File: src/rtl/booth_product_bcd.sv
// Signed product to sign + BCD converter using sequential double-dabble, one shift per clock.
// Optional BCD_BLANK_LEADING_EN: leading zero digits are presented as 4'hF (LSD never blanked).
module booth_product_bcd #(
    parameter int IN_W   = 8,
    parameter int DIGITS = 3
) (
    input  logic                  clk,
    input  logic                  rst,
    input  logic                  in_valid,
    output logic                  in_ready,
    input  logic [IN_W-1:0]       in_data,
    output logic                  out_valid,
    input  logic                  out_ready,
    output logic                  out_sign,
    output logic [4*DIGITS-1:0]   out_bcd,
    output logic                  busy,
    output logic [1:0]            dbg_state
);

    // Handshake: a transfer happens on a rising edge where valid && ready are both high;
    // once valid is raised, the payload stays stable until that transfer edge.

    localparam int BW    = 4 * DIGITS;
    localparam int CNT_W = $clog2(IN_W + 1);

    localparam logic [1:0] IDLE = 2'd0;
    localparam logic [1:0] CONV = 2'd1;
    localparam logic [1:0] HOLD = 2'd2;

    logic [1:0]       state;
    logic [IN_W-1:0]  mag;
    logic [IN_W-1:0]  mag_in;
    logic [BW-1:0]    bcd;
    logic [BW-1:0]    bcd_adj;
    logic [BW-1:0]    bcd_final;
    logic [CNT_W-1:0] count;
    logic             sign_r;

    // The most negative input wraps to itself, which read unsigned is the correct magnitude.
    assign mag_in = in_data[IN_W-1] ? (~in_data + IN_W'(1)) : in_data;

    always_comb begin
        bcd_adj = bcd;
        for (int d = 0; d < DIGITS; d++) begin
            if (bcd[4*d +: 4] >= 4'd5) begin
                bcd_adj[4*d +: 4] = bcd[4*d +: 4] + 4'd3;
            end
        end
    end

`ifdef BCD_BLANK_LEADING_EN
    always_comb begin
        logic leading;
        leading   = 1'b1;
        bcd_final = bcd;
        for (int d = DIGITS - 1; d >= 1; d--) begin
            if (leading && (bcd[4*d +: 4] == 4'd0)) begin
                bcd_final[4*d +: 4] = 4'hF;
            end else begin
                leading = 1'b0;
            end
        end
    end
`else
    assign bcd_final = bcd;
`endif

    always_ff @(posedge clk or posedge rst) begin
        if (rst) begin
            state    <= IDLE;
            mag      <= '0;
            bcd      <= '0;
            count    <= '0;
            sign_r   <= 1'b0;
            out_sign <= 1'b0;
            out_bcd  <= '0;
        end else begin
            case (state)
                IDLE: begin
                    if (in_valid) begin
                        sign_r <= in_data[IN_W-1] && (mag_in != '0);
                        mag    <= mag_in;
                        bcd    <= '0;
                        count  <= CNT_W'(IN_W);
                        state  <= CONV;
                    end
                end
                CONV: begin
                    // One extra cycle after the last shift registers the result.
                    if (count != '0) begin
                        bcd   <= {bcd_adj[BW-2:0], mag[IN_W-1]};
                        mag   <= {mag[IN_W-2:0], 1'b0};
                        count <= count - CNT_W'(1);
                    end else begin
                        out_bcd  <= bcd_final;
                        out_sign <= sign_r;
                        state    <= HOLD;
                    end
                end
                HOLD: begin
                    if (out_ready) begin
                        state <= IDLE;
                    end
                end
                default: state <= IDLE;
            endcase
        end
    end

    assign in_ready  = (state == IDLE);
    assign busy      = (state == CONV);
    assign out_valid = (state == HOLD);
    assign dbg_state = state;

endmodule

File: config.mk
export PLATFORM = sky130hd
export DESIGN_NAME = booth_product_bcd
export DESIGN_NICKNAME = d
export VERILOG_FILES = /design/src/rtl/booth_product_bcd.sv
export SDC_FILE = /design/constraint.sdc
export NUM_CORES = 1
export LEC_CHECK = 0
export CAP_MARGIN = 20
export CELL_PAD_IN_SITES_DETAIL_PLACEMENT = 0
export CELL_PAD_IN_SITES_GLOBAL_PLACEMENT = 1
export CORE_ASPECT_RATIO = 1.75
export CORE_UTILIZATION = 33
export DETAILED_ROUTE_END_ITERATION = 8
export PLACE_DENSITY = 0.7
export SETUP_SLACK_MARGIN = 0.05
export SLEW_MARGIN = 10
export SYNTH_ARGS = -nofsm -noshare
export SYNTH_HDL_FRONTEND = slang
export SYNTH_SLANG_ARGS = --single-unit
export TNS_END_PERCENT = 20
File: constraint.sdc
create_clock -name clk -period 3.1 [get_ports clk]
set_input_delay 0.31 -clock clk [delete_from_list [all_inputs] [get_ports clk]]
set_output_delay 0.31 -clock clk [all_outputs]
set_load 0.005 [all_outputs]
# After elaboration in Yosys (flattened, before gate mapping)
# Cells that the tools add are included.
# totals
register_bits,40
in_bits,12
output_inout_bits,18
elab_cells,49
# classes
addsub,5
n_lt_le_gt_ge,3
n_eq_ne,6
muxes,17
bitwise,2
n_reduce_logical,9
# ops
operator,n
2-to-1 mux 12 bit,2
2-to-1 mux 8 bit,3
one-hot mux 12 bit (2 select lines),1
2-to-1 mux 4 bit,4
one-hot mux 8 bit (2 select lines),1
>= comparator 4 x 3 -> 1 bit (second input constant),3
adder 4 x 2 -> 4 bit (second input constant),2
adder 8 x 1 -> 8 bit (second input constant),1
inverter 8 bit,1
one-hot mux 4 bit (2 select lines),1
nonzero test 8 bit,1
2-to-1 mux 2 bit,3
one-hot mux 2 bit (3 select lines),1
AND reduction 3 bit,2
inequality test 2 x 1 -> 1 bit (second input constant),2
inequality test 2 bit (second input constant),2
AND reduction 2 bit,2
nonzero test 4 bit,1
subtractor 4 x 1 -> 4 bit (second input constant),1
adder 3 x 2 -> 3 bit (second input constant),1
2-to-1 mux 3 bit,1
equality test 2 x 1 -> 1 bit (second input constant),1
equality test 2 bit (second input constant),1
zero test 2 bit,1
other kinds (3),3

# Longest topological paths before layout
# Gate-level depths: netlist of run 1.
# logic_depth
ltp_word,5
mapped_depth,10
ltp_nobuf,8

# Worst setup path before layout of run 1
# No wires, ideal clock.
# synth_timing
path_type,input-to-reg
start,input port in_data[0]
end,register sign_r
setup_time_ns,0.129
arrival_time_ns,1.696
path_slack_ns,1.275
cell_stages,7
path_cell_list,inv_1 -> ha_1 -> nor4bb_1 -> nor3_1 -> or4_1 -> o311ai_1 -> nand2_1
# synth_between
elab_chain_cells,5
# synth_lines
element,line,rtl
"start, declared",11,"input logic [IN_W-1:0] in_data,"
inverter 8 bit,40,assign mag_in = in_data[IN_W-1] ? (~in_data + IN_W'(1)) : in_data;
adder 8 x 1 -> 8 bit,40,
2-to-1 mux 8 bit (*),40,
nonzero test 8 bit (*),81,sign_r <= in_data[IN_W-1] && (mag_in != '0);
logical AND 1 bit (*),81,
"end signal, assigned",81,
"end, declared",37,logic sign_r;
# Every way passes the cells marked *; elsewhere a longest branch is shown, timed or not.
# A chain may end at the register's enable or synchronous reset.

# Worst setup path after layout of run 1
# layout_timing
start,input port in_data[1]
end,register sign_r
# Same word-level chain as after synthesis.

==> results.tsv, run 1 <==
stage	metric	value	unit
outcome	outcome	finished clean	
worst_setup_path	Worst Reg-to-Reg Cells	6	
yosys	Synth Register Bits	40	
worst_setup_path	Reg-to-Reg Start	dbg_state[1]$_DFFE_PP0P_	
worst_setup_path	Worst Path Max Fanout	6	
floorplanning	Initial Util	0.349	
finish	final instance area	0.00256	mm^2
timing	setup TNS	0	ns
clocking	CTS max path bufs	2	
drt	Routed WL per cell	13.5	um
placed_design	Inst Count DP	312	
power	leak pwr	1.11	nW
yosys	Mean Syn Cell Area	9.82	um^2
global_routing	largest net degree at the start of global routing	41	
floorplanning	die extent in x	62.0	um
worst_setup_path	cell chain of the critical path	clkdlybuf4s50_1, inv_1, ha_1, nor4bb_1, nor3_1, or4_1, o311ai_1, nand2_1	
yosys	post-synthesis sequential area ratio	0.481	
clocking	clock latency on the worst-skew pair	0.29	ns
global_routing	vias in the first global route	1578	
placed_design	IO buf count	29	
floorplanning	number of placement rows	37	
drt	antenna-violating nets left	0	
global_routing	first-pass GRT wire length	7630	um
timing	Final setup viols	0	
clocking	cts repair resizes	0	
yosys	cell taking the most area after synthesis	dfrtp_1	
drt	total wire length	4300	um
global_routing	gr ovfl total	0	
power	peak supply drop	0.546	mV
yosys	Post-Syn Instances	212	
timing	Fin. Hold Viols	0	
timing	Worst Max-Slew Pin Slew	0.655	ns
power	Power Density	971	mW/mm^2
yosys	Area contributors post-synth	dfrtp_1, o21ai_0, ha_1	
worst_setup_path	Worst Setup Path Type	in -> reg	
floorplanning	Top-Level Pins	30	
floorplanning	core area	0.00597	mm^2
timing	Final period util	0.751	
yosys	asr flop ratio synth	1.00	
worst_setup_path	Critical Path End Type	register	
worst_setup_path	Req. time, crit path	3.27	ns
finish	fin cells	319	
clocking	root buf cell	clkbuf_8	
global_routing	antenna violations before repair	0	
clocking	# hold bufs at CTS	0	
clocking	htree depth	2	
placed_design	hpwl dp	3120	um
drt	DRC	0	
finish	area of the multi-input gates	972	um^2
floorplanning	die area	0.00664	mm^2
global_routing	gr usage total	0.156	
clocking	CTS tree	built	
drt	vias	1561	
power	Pwr Total	2.49	mW
worst_setup_path	delay of the slowest critical-path stage	0.60	ns
timing	fmax	430	MHz
finish	sequential standard cell area	0.00100	mm^2
finish	Fillers	607	
finish	Diodes inserted	0	
floorplanning	Die Y	107	um
placed_design	final RePlAce weighted congestion	0.744	
placed_design	Area after DPL	0.00244	mm^2
clocking	CTS Buf Count	5	
yosys	Post-synth EDFFs	0	
yosys	library cells used by synthesis	35	
clocking	setup bufs post-CTS	0	
clocking	CTS sink cnt	40	
yosys	Ys Warns	0	
worst_setup_path	Critical Path AT	2.49	ns
yosys	Net Count, Synth	233	
drt	DRT Pass-1 Iters	4	
worst_setup_path	Worst path slowest cell	clkdlybuf4s50_1	
finish	area delta synth->final	23.2	%
worst_setup_path	r2r setup slk	0.89	ns
worst_setup_path	Worst setup SP type	primary input	
timing	RSZ-0062 raised after global routing	no	
drt	DRT iter0 DRCs	53	
timing	Rel. slew slack	0.562	
job	# Max-Cap Violations	0	
yosys	Post-Syn Area	0.00208	mm^2
timing	Max Slew Vio Count	0	
worst_hold_path	worst hold path type	in -> async	
drt	Via density	4.89	
timing	Final Skew	0.00754	ns
worst_setup_path	RR Endpoint	bcd[7]$_DFFE_PP0P_	
finish	# nets final	262	
finish	share of cells above drive strength 1	0.0830	
clocking	CTS clk-pin slew, worst paths	0.08	ns
yosys	post-synth top area share	0.481	
timing	Final min period	2.33	ns
yosys	main flop type after synthesis	dfrtp_1	
through the flow:
| stage | util | hold WS (ns) | setup WS [ns] |
|---|---|---|---|
| after floorplan | - | 0.418 | 1.27 |
| after global placement | 0.408 | 0.461 | 0.560 |
| after detailed placement | 0.408 | 0.470 | 0.488 |
| after CTS | 0.429 | 0.473 | 0.784 |
| after global routing | 0.429 | 0.494 | 0.612 |
| final | 0.429 | 0.442 | 0.772 |
layer usage:
layer	track usage	share of wire	vias to the layer above
li1	-	-	789
met1	0.191	0.42	734
met2	0.260	0.53	31
met3	0.0314	0.029	7
met4	0.0571	0.020	0
met5	0	0	-
cells in the mapped netlist, drive strengths merged (2+ instances only):
master / n
xnor2: 6
nand3: 10
nand2b: 8
buf: 6
o21ai: 25
inv: 14
nor4bb: 2
nor2b: 2
a21oi: 13
ha: 9
o31ai: 4
nand2: 17
mux2i: 5
nor2: 15
or4: 4
a32o: 2
mux2: 7
clkbuf: 4
dfrtp: 40
nor3b: 3
xor2: 4
nor3: 3
worst max-delay path by stage:
stage	start	end	slack, ns
after floorplan	in_data[0]	sign_r$_DFFE_PP0P_	1.27
after global placement	in_data[0]	sign_r$_DFFE_PP0P_	0.56
after detailed placement	in_data[1]	sign_r$_DFFE_PP0P_	0.49
after CTS	in_data[1]	sign_r$_DFFE_PP0P_	0.78
after global routing	in_data[1]	sign_r$_DFFE_PP0P_	0.61
final	in_data[1]	sign_r$_DFFE_PP0P_	0.77
cell type report:
type	count	share of cell area
clock buffers	5	0.0268
multi-input cells	148	0.379
repair buffers	32	0.122
well taps	78	0.0380
inverters	14	0.0205
flip-flops and latches	40	0.390
clock inverters	2	0.0234
cell families (layout without fill, tap and decap cells):
family,after synthesis,in the layout,share of synthesized area
adder cells (fa/ha/maj),9,9,0.0541
AO/OA/AOI/OAI,49,49,0.141
buffers and inverters,24,53,0.0523
AND/OR/NAND/NOR,68,68,0.168
flip-flops,40,40,0.481
XOR/XNOR,10,10,0.0421
multiplexers,12,12,0.0619
critical path, delay by kind of cell:
family	cells	cell delay [ns]
compound gates	1	0.25
buf+inv	2	0.70
simple gates	4	0.90
fa+ha+maj	1	0.33
state kept, by name (all words and copies together), names as in the netlist:
name,cells
out_sign,1
sign_r,1
count,4
mag,8
out_bcd,12
bcd,12
dbg_state,2
cells in the final DEF, fill, tap and decap left out, types with 2 or more instances in the layout:
master and instances:
o21ai_0 25, or4_1 4, nor2_1 15, xor2_1 4, clkbuf_8 5, xnor2_1 6, a21oi_1 13, buf_4 3
nand2b_1 8, nor3b_1 3, o31ai_1 3, bufinv_16 2, inv_1 13, mux2_2 7, nor2b_1 2, ha_1 9
nand3_1 10, nand2_1 17, nor4bb_1 2, a32o_1 2, mux2i_1 5, dfrtp_1 40, nor3_1 3, clkdlybuf4s50_1 29
power breakdown:
| group | internal, mW | switching (mW) |
|---|---|---|
| clock network | 0.317 | 0.176 |
| logic | 0.519 | 0.584 |
| registers | 0.748 | 0.149 |
| total | 1.58 | 0.909 |
No activity file was read; power rests on OpenSTA's default activity.
==> run 2: changes to the inputs <==
- clock period: 3.1 -> 2.35 ns (I/O delays scaled with it)
==> run 2 against run 1 <==
Against the previous run:
- routed wire length grew 0.33%
- count of clock-buffer cells in the layout grew 1
- largest cell class unchanged
- final area is 0.63% higher
- sequential power up 32%
- largest power group unchanged
- total power up 26%
- hold slack got worse by 0.078 ns
==> results.tsv, run 2 (same netlist as run 1, synthesis figures left out) <==
stage	metric	value	unit	change
worst_setup_path	Worst setup SP type	primary input		
global_routing	first-pass GRT wire length	7650	um	+0.28%
clocking	htree depth	2		unchanged
floorplanning	Top-Level Pins	30		unchanged
timing	fmax	478	MHz	
placed_design	worst slack, placed	-0.0229	ns	-0.511 ns
drt	DRC	0		unchanged
global_routing	gr ovfl total	0		unchanged
worst_setup_path	Reg-to-Reg Start	count[0]$_DFFE_PP0P_		
timing	Max Slew Vio Count	0		unchanged
clocking	clock latency on the worst-skew pair	0.28	ns	about the same
global_routing	largest net degree at the start of global routing	41		unchanged
timing	Worst Max-Slew Pin Slew	0.561	ns	-0.0946 ns
floorplanning	die extent in x	62.0	um	unchanged
outcome	outcome	finished clean		
drt	Via density	4.87		-0.56%
global_routing	vias in the first global route	1700		+7.7%
drt	DRT Pass-1 Iters	6		+2
floorplanning	die area	0.00664	mm^2	unchanged
worst_setup_path	Critical Path AT	2.26	ns	-0.23 ns
clocking	CTS max path bufs	2		unchanged
worst_setup_path	Worst Reg-to-Reg Cells	9		+3
power	Power Density	1220	mW/mm^2	+25%
finish	final instance area	0.00258	mm^2	+0.63%
finish	area delta synth->final	24.0	%	
placed_design	IO buf count	29		unchanged
clocking	CTS tree	built		
worst_setup_path	Req. time, crit path	2.51	ns	-0.76 ns
power	peak supply drop	0.432	mV	-21%
worst_hold_path	worst hold path type	in -> async		
drt	total wire length	4310	um	+0.33%
drt	Routed WL per cell	13.1	um	-2.4%
timing	setup TNS	0	ns	unchanged
drt	vias	1596		+2.2%
job	# Max-Cap Violations	0		unchanged
clocking	CTS sink cnt	40		unchanged
drt	DRT iter0 DRCs	28		-47%
finish	most frequent cells in the layout	dfrtp_1, clkdlybuf4s50_1, o21ai_0, nand2_1, nor2_1		
floorplanning	core area	0.00597	mm^2	unchanged
timing	Final Skew	0.00415	ns	-0.00339 ns
timing	Final min period	2.09	ns	
clocking	cts repair resizes	0		unchanged
finish	largest registers	bcd (12), out_bcd (12), mag (8)		
finish	Diodes inserted	0		unchanged
power	Pwr Total	3.14	mW	+26%
worst_setup_path	Critical Path End Type	register		
finish	# nets final	271		+3.4%
floorplanning	number of placement rows	37		unchanged
placed_design	hpwl dp	3310	um	+6.2%
clocking	CTS clk-pin slew, worst paths	0.07	ns	about the same
drt	antenna-violating nets left	0		unchanged
floorplanning	Die Y	107	um	unchanged
timing	Final setup viols	0		unchanged
worst_setup_path	Worst Setup Path Type	in -> reg		
finish	most common cell after layout, fill and taps aside	dfrtp_1		
clocking	# hold bufs at CTS	0		unchanged
placed_design	final RePlAce weighted congestion	0.770		+3.5%
clocking	root buf cell	clkbuf_8		
worst_setup_path	r2r setup slk	0.42	ns	-0.47 ns
placed_design	Area after DPL	0.00250	mm^2	+2.8%
worst_setup_path	RR Endpoint	mag[6]$_DFFE_PP0P_		
timing	RSZ-0062 raised after global routing	no		
timing	Fin. Hold Viols	0		unchanged
power	leak pwr	1.13	nW	+1.8%
timing	Final period util	0.891		
global_routing	antenna violations before repair	0		unchanged
finish	share of cells above drive strength 1	0.112		+0.0290
floorplanning	Initial Util	0.349		unchanged
global_routing	gr usage total	0.156		-0.000277
timing	Rel. slew slack	0.623		+0.0607
timing	setup slack after layout	0.256	ns	-0.516 ns
clocking	CTS Buf Count	5		unchanged
clocking	setup bufs post-CTS	0		unchanged
worst_setup_path	Worst Path Max Fanout	3		-3
[run 2: through the flow]
step | instances | util | hold slack (ns)
floorplan | 212 | - | 0.343
CTS | 328 | 0.432 | 0.389
global route | 328 | 0.432 | 0.418
finish | 328 | 0.432 | 0.364
detailed placement | 321 | 0.419 | 0.471
global placement | 321 | 0.419 | 0.461
[run 2: cell type report]
class / instances / area (um^2)
fillers: 603 / 3390
flip-flops and latches: 40 / 1000
multi-input cells: 148 / 972
repair buffers: 41 / 380
well taps: 78 / 97.6
clock buffers: 6 / 72.6
inverters: 14 / 52.6
clock inverters: 1 / 5.00
[run 2: power breakdown]
group,leakage [nW],switching (mW),internal (mW)
clock network,0.0410,0.217,0.202
registers,0.510,0.197,0.986
logic,0.576,0.786,0.752
[run 2: worst max-delay path by stage]
stage / start / endpoint / slack (ns)
3_5_place_dp: in_data[0] / sign_r$_DFFE_PP0P_ / -0.02
3_3_place_gp: in_data[2] / sign_r$_DFFE_PP0P_ / 0.02
5_1_grt: in_data[0] / sign_r$_DFFE_PP0P_ / 0.18
4_1_cts: in_data[0] / sign_r$_DFFE_PP0P_ / 0.26
6_report: in_data[0] / sign_r$_DFFE_PP0P_ / 0.26
2_1_floorplan: dbg_state[1]$_DFFE_PP0P_ / count[3]$_DFFE_PP0P_ / 0.58
[run 2: worst max-delay path, stage by stage]
cell             delay, ns
clkdlybuf4s50_1       0.48
inv_1                 0.06
ha_1                  0.33
nor4bb_1              0.27
nor3_1                0.08
or4_1                 0.47
o311ai_1              0.24
nand2_1               0.09
[run 2: layer usage]
layer / wire length (um) / track usage
met5: 0 / 0
met4: 112 / 0.0683
met3: 98 / 0.0193
met2: 2380 / 0.280
met1: 1720 / 0.172
==> run 3: changes to the inputs <==
- RECOVER_POWER: not set -> 50
==> run 3 against run 2 <==
Against the previous run:
- non-clock buffer count unchanged
- sequential power about the same
- final area about the same
- routed wire length decreased by 0.16%
- first-iteration DRC count decreased by 7.1%
- hold slack improved by 0.11 ns
==> results.tsv, run 3 (same netlist as run 1, synthesis figures left out) <==
stage	metric	value	unit	change
clocking	CTS max path bufs	2		unchanged
finish	largest registers	bcd (12), out_bcd (12), mag (8)		
worst_setup_path	Req. time, crit path	2.51	ns	about the same
worst_hold_path	worst hold path type	reg -> reg		
worst_setup_path	Critical Path End Type	register		
placed_design	Inst Count DP	321		unchanged
clocking	CTS Buf Count	5		unchanged
finish	utilization after layout	0.432		about the same
power	Sequential Power Share	0.379		+0.002
drt	DRT iter0 DRCs	26		-7.1%
clocking	CTS tree	built		
floorplanning	Die Y	107	um	unchanged
job	# Max-Cap Violations	0		unchanged
worst_setup_path	Reg-to-Reg Start	count[0]$_DFFE_PP0P_		
finish	share of cells above drive strength 1	0.112		unchanged
power	sw power	1.20	mW	-0.27%
floorplanning	core area	0.00597	mm^2	unchanged
power	Power Density	1210	mW/mm^2	-0.67%
clocking	htree depth	2		unchanged
global_routing	gr usage total	0.156		unchanged
power	leak pwr	1.15	nW	+1.8%
finish	# nets final	271		unchanged
drt	antenna-violating nets left	0		unchanged
power	Cell Int Power	1.92	mW	-1.1%
timing	fmax	478	MHz	about the same
global_routing	vias in the first global route	1700		unchanged
floorplanning	die area	0.00664	mm^2	unchanged
global_routing	antenna violations before repair	0		unchanged
finish	sequential standard cell area	0.00100	mm^2	unchanged
global_routing	first-pass GRT wire length	7650	um	unchanged
timing	Fin. Hold Viols	0		unchanged
clocking	clock latency on the worst-skew pair	0.28	ns	about the same
timing	RSZ-0062 raised after global routing	no		
clocking	# hold bufs at CTS	0		unchanged
timing	Final Skew	0.00415	ns	unchanged
placed_design	final RePlAce weighted congestion	0.770		unchanged
clocking	setup bufs post-CTS	0		unchanged
timing	Final setup viols	0		unchanged
finish	Fillers	604		+0.17%
finish	most frequent cells in the layout	dfrtp_1, o21ai_0, clkdlybuf4s50_1, nand2_1, nor2_1		
worst_hold_path	Hold Crit Start	out_bcd[4]$_DFFE_PP0P_		
drt	Via density	4.88		+0.19%
power	peak supply drop	0.432	mV	about the same
finish	most common cell after layout, fill and taps aside	dfrtp_1		
clocking	root buf cell	clkbuf_8		
worst_setup_path	Critical Path AT	2.26	ns	about the same
timing	Final period util	0.891		about the same
floorplanning	number of placement rows	37		unchanged
outcome	outcome	finished clean		
power	Clk pwr share	0.134		about the same
drt	DRC	0		unchanged
drt	vias	1599		+0.19%
timing	Final min period	2.09	ns	-0.000304 ns
placed_design	hpwl dp	3310	um	unchanged
worst_setup_path	Worst Setup Path Type	in -> reg		
timing	Max Slew Vio Count	0		unchanged
drt	total wire length	4310	um	-0.16%
finish	area delta synth->final	23.9	%	about the same
finish	fin cells	328		unchanged
global_routing	largest net degree at the start of global routing	41		unchanged
worst_setup_path	Worst Setup SP	in_data[0]		
finish	Diodes inserted	0		unchanged
drt	DRT Pass-1 Iters	6		unchanged
finish	area of the multi-input gates	972	um^2	unchanged
clocking	cts repair resizes	0		unchanged
clocking	CTS sink cnt	40		unchanged
power	Pwr Total	3.12	mW	-0.77%
global_routing	gr ovfl total	0		unchanged
timing	Worst Max-Slew Pin Slew	0.987	ns	+0.426 ns
worst_setup_path	Worst Path Max Fanout	3		unchanged
placed_design	IO buf count	29		unchanged
timing	Rel. slew slack	0.342		-0.281
floorplanning	Initial Util	0.349		unchanged
worst_setup_path	Worst setup SP type	primary input		
power	Combinational Power Share	0.487		-0.003
power	Net Sw Frac	0.384		+0.00193
floorplanning	die extent in x	62.0	um	unchanged
drt	Routed WL per cell	13.1	um	-0.16%
timing	setup TNS	0	ns	unchanged
clocking	CTS clk-pin slew, worst paths	0.07	ns	about the same
floorplanning	Top-Level Pins	30		unchanged
-- run 3: cell types whose count changed in the layout (fill, tap and decap cells not counted) --
cell | previous run | this run
clkdlybuf4s50_1 | 29 | 20
clkbuf_2 | 0 | 1
dlygate4sd3_1 | 0 | 9
buf_4 | 12 | 11
-- run 3: metrics by stage --
stage / cell area [um^2] / hold WS [ns] / setup WS, ns
finish: 2580 / 0.473 / 0.256
global route: 2580 / 0.503 / 0.181
floorplan: 2080 / 0.343 / 0.584
CTS: 2580 / 0.389 / 0.256
global placement: 2500 / 0.461 / 0.0241
detailed placement: 2500 / 0.471 / -0.0229
-- run 3: final timing paths --
kind | endpoint | slack [ns] | cells after the start
max in group asynchronous | count[3]$_DFFE_PP0P_ | 1.05 | 3
min in group asynchronous | out_bcd[3]$_DFFE_PP0P_ | 0.69 | 3
worst max-delay path | sign_r$_DFFE_PP0P_ | 0.26 | 8
worst min-delay path | out_bcd[4]$_DFFE_PP0P_ | 0.47 | 2
worst max register to register | mag[6]$_DFFE_PP0P_ | 0.42 | 9
worst min register to register | out_bcd[4]$_DFFE_PP0P_ | 0.47 | 2
-- run 3: metal layers --
| layer | GRT usage | wire (um) |
|---|---|---|
| met5 | 0 | 0 |
| met4 | 0.0683 | 112 |
| met3 | 0.0193 | 98 |
| met2 | 0.280 | 2380 |
| met1 | 0.172 | 1720 |
-- run 3: worst max-delay path, stage by stage --
cell and delay (ns):
clkdlybuf4s50_1 0.48, inv_1 0.06, ha_1 0.33, nor4bb_1 0.27, nor3_1 0.08, or4_1 0.47, o311ai_1 0.24, nand2_1 0.09
-- run 3: layout make-up --
class / count / area share
Inverter: 14 / 0.0204
Clock inverter: 1 / 0.00194
Multi-Input combinational cell: 148 / 0.377
Timing Repair Buffer: 41 / 0.147
Clock buffer: 6 / 0.0281
Sequential cell: 40 / 0.388
Tap cell: 78 / 0.0378
-- run 3: power groups by stage --
stage	logic (mW)	clock network [mW]	registers (mW)
global route	1.74	0.464	1.23
CTS	1.57	0.444	1.19
finish	1.52	0.419	1.18
floorplan	0.984	0	1.16
global placement	1.55	0	1.19
detailed placement	1.56	0	1.20
